`config.mk`:
```
export PLATFORM = sky130hd
export DESIGN_NAME = pll_lock_supervisor
export DESIGN_NICKNAME = d
export VERILOG_FILES = /design/src/rtl/pll_lock_supervisor.sv
export SDC_FILE = /design/constraint.sdc
export NUM_CORES = 1
export LEC_CHECK = 0
export BUFFER_PORTS_ARGS = -buffer_cell sky130_fd_sc_hd__buf_4
export CAP_MARGIN = 5
export CORE_MARGIN = 4
export CORE_UTILIZATION = 40
export CTS_CLUSTER_SIZE = 14
export DETAILED_ROUTE_END_ITERATION = 10
export PLACE_DENSITY_LB_ADDON = 0.2
export SLEW_MARGIN = 40
export SYNTH_ARGS = -nofsm -noshare
export SYNTH_HDL_FRONTEND = slang
export SYNTH_SLANG_ARGS = --single-unit
```
`constraint.sdc`:
```
create_clock -name clk -period 2.8 [get_ports clk]
set_input_delay 0.42 -clock clk [delete_from_list [all_inputs] [get_ports clk]]
set_output_delay 0.42 -clock clk [all_outputs]
set_load 0.1 [all_outputs]
```
`src/rtl/pll_lock_supervisor.sv`:
```
// PLL lock supervisor: drives the PLL reset, qualifies the asynchronous lock
// indication and releases per-domain resets in a staggered order.
module pll_lock_supervisor #(
  parameter int SYNC_STAGES         = 2,
  parameter int RST_PULSE_CYCLES    = 16,
  parameter int LOCK_TIMEOUT_CYCLES = 100000,
  parameter int LOCK_STABLE_CYCLES  = 1024,
  parameter int NUM_DOMAINS         = 4,
  parameter int STAGGER_CYCLES      = 8
) (
  input  logic                   clk,
  input  logic                   reset_n,
  input  logic                   locked_in,
  output logic                   pll_rst,
  output logic [NUM_DOMAINS-1:0] domain_rst_n,
  output logic                   ready,
  output logic [7:0]             retry_count,
  output logic [7:0]             loss_count
);

  typedef enum logic [2:0] {
    PLL_RESET = 3'd0,
    WAIT_LOCK = 3'd1,
    STABLE    = 3'd2,
    RELEASE   = 3'd3,
    RUN       = 3'd4
  } state_t;

  localparam logic [31:0] RST_LAST     = 32'(RST_PULSE_CYCLES - 1);
  localparam logic [31:0] TIMEOUT_LAST = 32'(LOCK_TIMEOUT_CYCLES - 1);
  localparam logic [31:0] STABLE_LAST  = 32'(LOCK_STABLE_CYCLES - 1);
  localparam logic [31:0] RELEASE_LAST = 32'((NUM_DOMAINS - 1) * STAGGER_CYCLES);

  logic [SYNC_STAGES-1:0] sync_r;
  logic                   lock_s;
  state_t                 state_r;
  state_t                 state_nxt_s;
  logic [31:0]            cnt_r;

  logic                   pll_rst_r;
  logic [NUM_DOMAINS-1:0] domain_rst_n_r;
  logic                   ready_r;
  logic [7:0]             retry_count_r;
  logic [7:0]             loss_count_r;

  logic                   pll_rst_nxt_s;
  logic [NUM_DOMAINS-1:0] domain_rst_n_nxt_s;
  logic                   ready_nxt_s;
  logic [7:0]             retry_count_nxt_s;
  logic [7:0]             loss_count_nxt_s;

  function automatic logic [7:0] sat_inc(input logic [7:0] value);
    if (value == 8'hFF) begin
      return value;
    end else begin
      return value + 8'd1;
    end
  endfunction

  // Lock synchronizer: only the last stage is used by the rest of the block.
  always_ff @(posedge clk or negedge reset_n) begin
    if (!reset_n) begin
      sync_r <= '0;
    end else begin
      sync_r <= {sync_r[SYNC_STAGES-2:0], locked_in};
    end
  end

  assign lock_s = sync_r[SYNC_STAGES-1];

  // State register and the shared cycle counter, cleared on every transition.
  always_ff @(posedge clk or negedge reset_n) begin
    if (!reset_n) begin
      state_r <= PLL_RESET;
      cnt_r   <= 32'd0;
    end else begin
      state_r <= state_nxt_s;
      if (state_nxt_s != state_r) begin
        cnt_r <= 32'd0;
      end else if (state_r != RUN) begin
        cnt_r <= cnt_r + 32'd1;
      end else begin
        cnt_r <= cnt_r;
      end
    end
  end

  // Next-state logic; lock loss in RELEASE/RUN outranks any scheduled release.
  always_comb begin
    state_nxt_s = state_r;
    case (state_r)
      PLL_RESET: begin
        if (cnt_r == RST_LAST) begin
          state_nxt_s = WAIT_LOCK;
        end else begin
          state_nxt_s = PLL_RESET;
        end
      end
      WAIT_LOCK: begin
        if (lock_s) begin
          state_nxt_s = STABLE;
        end else if (cnt_r == TIMEOUT_LAST) begin
          state_nxt_s = PLL_RESET;
        end else begin
          state_nxt_s = WAIT_LOCK;
        end
      end
      STABLE: begin
        if (!lock_s) begin
          state_nxt_s = WAIT_LOCK;
        end else if (cnt_r == STABLE_LAST) begin
          state_nxt_s = RELEASE;
        end else begin
          state_nxt_s = STABLE;
        end
      end
      RELEASE: begin
        if (!lock_s) begin
          state_nxt_s = PLL_RESET;
        end else if (cnt_r == RELEASE_LAST) begin
          state_nxt_s = RUN;
        end else begin
          state_nxt_s = RELEASE;
        end
      end
      RUN: begin
        if (!lock_s) begin
          state_nxt_s = PLL_RESET;
        end else begin
          state_nxt_s = RUN;
        end
      end
      default: begin
        state_nxt_s = PLL_RESET;
      end
    endcase
  end

  // Output logic: computes the next value of every registered output.
  always_comb begin
    pll_rst_nxt_s      = pll_rst_r;
    domain_rst_n_nxt_s = domain_rst_n_r;
    ready_nxt_s        = ready_r;
    retry_count_nxt_s  = retry_count_r;
    loss_count_nxt_s   = loss_count_r;
    case (state_r)
      PLL_RESET: begin
        if (state_nxt_s == WAIT_LOCK) begin
          pll_rst_nxt_s = 1'b0;
        end else begin
          pll_rst_nxt_s = 1'b1;
        end
      end
      WAIT_LOCK: begin
        if (state_nxt_s == PLL_RESET) begin
          pll_rst_nxt_s     = 1'b1;
          retry_count_nxt_s = sat_inc(retry_count_r);
        end else begin
          pll_rst_nxt_s     = 1'b0;
        end
      end
      STABLE: begin
        pll_rst_nxt_s = 1'b0;
      end
      RELEASE: begin
        if (!lock_s) begin
          pll_rst_nxt_s      = 1'b1;
          domain_rst_n_nxt_s = '0;
          ready_nxt_s        = 1'b0;
          loss_count_nxt_s   = sat_inc(loss_count_r);
        end else begin
          for (int i = 0; i < NUM_DOMAINS; i++) begin
            if (cnt_r == 32'(i * STAGGER_CYCLES)) begin
              domain_rst_n_nxt_s[i] = 1'b1;
            end else begin
              domain_rst_n_nxt_s[i] = domain_rst_n_r[i];
            end
          end
          if (state_nxt_s == RUN) begin
            ready_nxt_s = 1'b1;
          end else begin
            ready_nxt_s = 1'b0;
          end
        end
      end
      RUN: begin
        if (!lock_s) begin
          pll_rst_nxt_s      = 1'b1;
          domain_rst_n_nxt_s = '0;
          ready_nxt_s        = 1'b0;
          loss_count_nxt_s   = sat_inc(loss_count_r);
        end else begin
          pll_rst_nxt_s      = 1'b0;
        end
      end
      default: begin
        pll_rst_nxt_s      = 1'b1;
        domain_rst_n_nxt_s = '0;
        ready_nxt_s        = 1'b0;
      end
    endcase
  end

  // Output registers.
  always_ff @(posedge clk or negedge reset_n) begin
    if (!reset_n) begin
      pll_rst_r      <= 1'b1;
      domain_rst_n_r <= '0;
      ready_r        <= 1'b0;
      retry_count_r  <= 8'd0;
      loss_count_r   <= 8'd0;
    end else begin
      pll_rst_r      <= pll_rst_nxt_s;
      domain_rst_n_r <= domain_rst_n_nxt_s;
      ready_r        <= ready_nxt_s;
      retry_count_r  <= retry_count_nxt_s;
      loss_count_r   <= loss_count_nxt_s;
    end
  end

  assign pll_rst      = pll_rst_r;
  assign domain_rst_n = domain_rst_n_r;
  assign ready        = ready_r;
  assign retry_count  = retry_count_r;
  assign loss_count   = loss_count_r;

endmodule

```
# Word level (Yosys, flattened, before mapping)
# Cells that the tools add are included.
# word_totals
out_inout_bits	22
reg_bits	59
word_cells	80
# classes
muxes	27
bitwise	4
reduce_logical	13
n_eq_ne	22
n_addsub	3
# op_table
cell	n
== test 32 x 4 -> 1 bit (second input constant)	2
== test 32 x 5 -> 1 bit (second input constant)	2
two-way mux 32 bit	2
adder 32 x 1 -> 32 bit (second input constant)	1
== test 32 x 10 -> 1 bit (second input constant)	1
== test 32 x 17 -> 1 bit (second input constant)	1
logical NOT 32 bit	1
AND reduction 3 bit	6
adder 8 x 1 -> 8 bit (second input constant)	2
== test 8 bit (second input constant)	2
inequality test 3 bit (second input constant)	5
case mux 3 bit (5 select lines)	1
two-way mux 1 bit	14
case mux 4 bit (3 select lines)	1
two-way mux 3 bit	3
two-way mux 4 bit	2
== test 3 x 1 -> 1 bit (second input constant)	2
== test 3 x 2 -> 1 bit (second input constant)	2
== test 3 bit (second input constant)	2
logical NOT 3 bit	2
case mux 1 bit (5 select lines)	1
two-way mux 2 bit	2
inequality test 2 bit (second input constant)	2
NOT 1 bit	4
6 further kinds	6

# Logic depth before layout (Yosys ltp)
# depth
ltp_word	8
depth_mapped	9

# Worst setup path before layout
# No wires, ideal clock.
# synth_timing
path_type	reg2reg
startpoint	register loss_count_r[0] (netlist: loss_count[0])
endpoint	register loss_count_r[5] (netlist: loss_count[5])
t_required_ps	2641
arrival_time_ps	2363
path_stages_with_launch	7
path_slack_ps	278
path_cell_list	dfrtp_1 > ha_1 > and3_1 > and3_1 > nor3_1 > nand4_1 > xnor2_1
# synth_between
elab_chain_cells	3
elab_cells_between_ends	4
cone_classes	add/sub: 1; eq/ne: 1; bitwise: 1; reduce/logical: 1
# synth_rtl
element	line	source
start, declared	44	logic [7:0] loss_count_r;
start signal, assigned	217	loss_count_r <= loss_count_nxt_s;
parallel branches: the longest is 3 deep, another holds adder 8 x 1 -> 8 bit	-	
# Several ways; the timed one is not identified.
# A chain may end at the register's enable or synchronous reset.

# Worst setup path in the final report
# layout_timing
startpoint	register cnt_r[0]
endpoint	register retry_count_r[7] (netlist: retry_count[7])
# layout_between
elab_chain_cells	6
elab_cells_between_ends	14
cone_classes	eq/ne: 4; mux: 8; reduce/logical: 2
# layout_rtl
element	line	source
start, declared	38	logic [31:0] cnt_r;
start signal, assigned	81	cnt_r <= cnt_r + 32'd1;
start signal, assigned	83	cnt_r <= cnt_r;
== test 32 x 5 -> 1 bit (tied with other cells)	120	end else if (cnt_r == RELEASE_LAST) begin
two-way mux 3 bit (tied with other cells)	120	
two-way mux 3 bit (tied with other cells)	118	if (!lock_s) begin
case mux 3 bit (5 select lines) *	91	case (state_r)
logical NOT 3 bit *	155	if (state_nxt_s == PLL_RESET) begin
AND reduction 3 bit (no line) *	-	
end signal, assigned	216	retry_count_r <= retry_count_nxt_s;
end, declared	43	logic [7:0] retry_count_r;
# Every way passes the cells marked *; elsewhere a longest branch is shown, timed or not.

==> metrics.yaml <==
finish:
  diodes: 0
  fin_nets: 365
  fin_cells: 462
  ff_latch_area_mm2: 0.00148
  fillCellCount: 726
  syn_to_final_growth_pct: 15.7
  drive_gt1_frac: 0.182
  multiInputGateArea_mm2: 0.00153
grt:
  met1_usage: 0.213
  antenna_found_initial: 0
  use_met2: 0.233
  grt_pass1_vias: 2355
  grt-ovfl-total: 0
  grt_max_degree: 60
  grt.met3_usage: 0.0449
  grt_pass1_wl_um: 11200
  gr-max-usage-layer: "met2"
  grt_usage: 0.157
synth:
  yosys_warnings: 0
  synthTopCellsByArea: "dfrtp_1, xnor2_1, nor2_1, xor2_1, nand2_1"
  yosysTopAreaCell: "dfrtp_1"
  avgSynthCellArea_um2: 9.69
  synth_edf_count: 0
  ys_types: 45
  syn_nets: 330
  synth.top_cell.area_share: 0.464
  synthCells: 323
  yosysSeqAreaShare: 0.472
  yosys_most_used_dff: "dfrtp_1"
  synth_seq_cells: 59
  async_flop_share: 1.00
  syn-cell-area_mm2: 0.00313
  synth_most_common_cell: "dfrtp_1"
  synthTopCellsByCount: "dfrtp_1, nor2_1, nand2_1"
worst_setup_path:
  critical_path_class: "flip-flop to flip-flop"
  cp_max_fo: 8
  reg2reg_depth: 8
  cp-end-kind: "flip-flop"
  crit_arrival_ns: 2.86
  required_ns: 3.07
  cp-start-kind: "flip-flop"
timing:
  hold_violations: 0
  setup_viol: 0
  relSlewSlack: 0.675
  min_period_over_period: 0.925
  clock.fmax_ghz: 0.386
  worst_hold_slack_ns: 0.177
  fin_skew_ns: 0.0105
  fin_ws_ns: 0.210
  worst_pin_slew_ns: 0.483
  report.final.slew_viol_count: 0
  final.min_clock_period_ns: 2.59
  setup_tns_ns: 0
  rsz0062_at_grt: "false"
clocking:
  clock-sinks: 59
  tritoncts: "yes"
  cts-htree-levels: 3
  root_buffer: "clkbuf_8"
  clk_latency_ns: 0.34
  path_clk_slew_ns: 0.07
  clk_path_buf_depth: 2
  cts_buffers: 9
  post_cts_buffers: 0
die:
  core_area_mm2: 0.00745
  start_util: 0.420
  die_area_mm2: 0.00931
  die_w_um: 96.5
  die_height_um: 96.5
  io_pins: 25
  num_rows: 31
route:
  drt_pre_antenna_iters: 4
  ant_nets: 0
  via_per_inst: 5.09
  avgRoutedWirePerCell_um: 13.7
  vias: 2351
  drtIter0Drc: 86
  wirelength_um: 6340
  route.detailed.drc: 0
placed_design:
  dpl.cell_count: 444
  numPortBuffers: 24
  gp_congestion: 0.787
  dp_hpwl_um: 4340
  dpl_worst_slack_ns: 0.119
power_and_ir_drop:
  ir_drop_uv: 765
  p_total_w: 0.00273
  p_leak_nw: 1.66
  powerDensity_mw_per_mm2: 755
hold_path:
  hp-class: "input pin to flip-flop"
  min_path_cells: 1
run_status:
  status: "finished clean"
flow_run:
  cap_viol_max_count: 0
worst max-delay path, cell delays in order, from the launching register on:
cell and delay [ns]:
dfrtp_1 0.41, inv_1 0.07, ha_1 0.14, or4b_1 0.49, nor4_2 0.37, nor4b_2 0.34
o221ai_2 0.24, nor3_1 0.31, xor2_1 0.16
where the power goes:
group,internal (W),switching (W),leakage (nW)
Clock,0.000343,0.000333,0.0834
Combinational,0.000286,0.000703,0.778
Sequential,0.000952,0.000117,0.803
timing repair:
| item | CTS | global route |
|---|---|---|
| resized for setup | 0 | 1 |
| hold buffers | 0 | 1 |
| hold endpoints to repair | 0 | 23 |
| setup endpoints to repair | 0 | 2 |
final cells by class:
class,count,share of cell area
multi-input combinational,240,0.422
sequential,59,0.408
timing repair buffer,35,0.0767
clock buffer,13,0.0411
tap,99,0.0342
inverter,13,0.0135
clock inverter,3,0.00484
path summary, 6_finish.rpt:
path	to	start	slack, ns
worst max register to register	retry_count[7]$_DFFE_PN0P_	cnt_r[0]$_DFFE_PN0P_	0.21
worst max-delay path	retry_count[7]$_DFFE_PN0P_	cnt_r[0]$_DFFE_PN0P_	0.21
worst min-delay path	sync_r[0]$_DFF_PN0_	locked_in	0.18
max in group asynchronous	cnt_r[26]$_DFFE_PN0P_	reset_n	1.79
min in group asynchronous	domain_rst_n[1]$_DFFE_PN0P_	reset_n	0.52
worst min register to register	sync_r[1]$_DFF_PN0_	sync_r[0]$_DFF_PN0_	0.36
metrics by stage:
step / cell area [µm²] / utilization
floorplan: 3130 / -
global placement: 3420 / 0.459
detailed placement: 3420 / 0.459
CTS: 3580 / 0.481
global route: 3620 / 0.486
finish: 3620 / 0.486
placed cells by master, fill, tap and decap left out, drive strengths merged, types with 6 or more instances in the layout:
cell    instances
and3           13
dfrtp          58
or3             6
nand3          11
nand4          11
clkbuf         13
buf            34
xnor2          29
nor2           53
nor4            9
nor3            9
a21oi           8
xor2           17
nor2b           6
nand2          30
inv            13
per-layer routing:
metal | routed length, µm | share of wire | vias to the layer above
met1 | 3240 | 0.51 | 1137
met4 | 108 | 0.017 | 0
met5 | 0 | 0 | -
met3 | 176 | 0.028 | 10
li1 | - | - | 1175
met2 | 2820 | 0.44 | 29
kinds of logic after synthesis:
kind of cell             share of synthesized area
XOR/XNOR                                     0.129
AND/OR/NAND/NOR                              0.273
adder cells (fa/ha/maj)                     0.0160
AO/OA/AOI/OAI                               0.0604
multiplexers                               0.00719
buffers and inverters                       0.0424
flip-flops                                   0.472
registers in the layout (all words and copies together), names as in the netlist:
name	count
pll_rst	1
cnt_r	32
retry_count	8
ready	1
sync_r	2
state_r	3
domain_rst_n	4
loss_count	8
No activity file was read; power rests on OpenSTA's default activity.
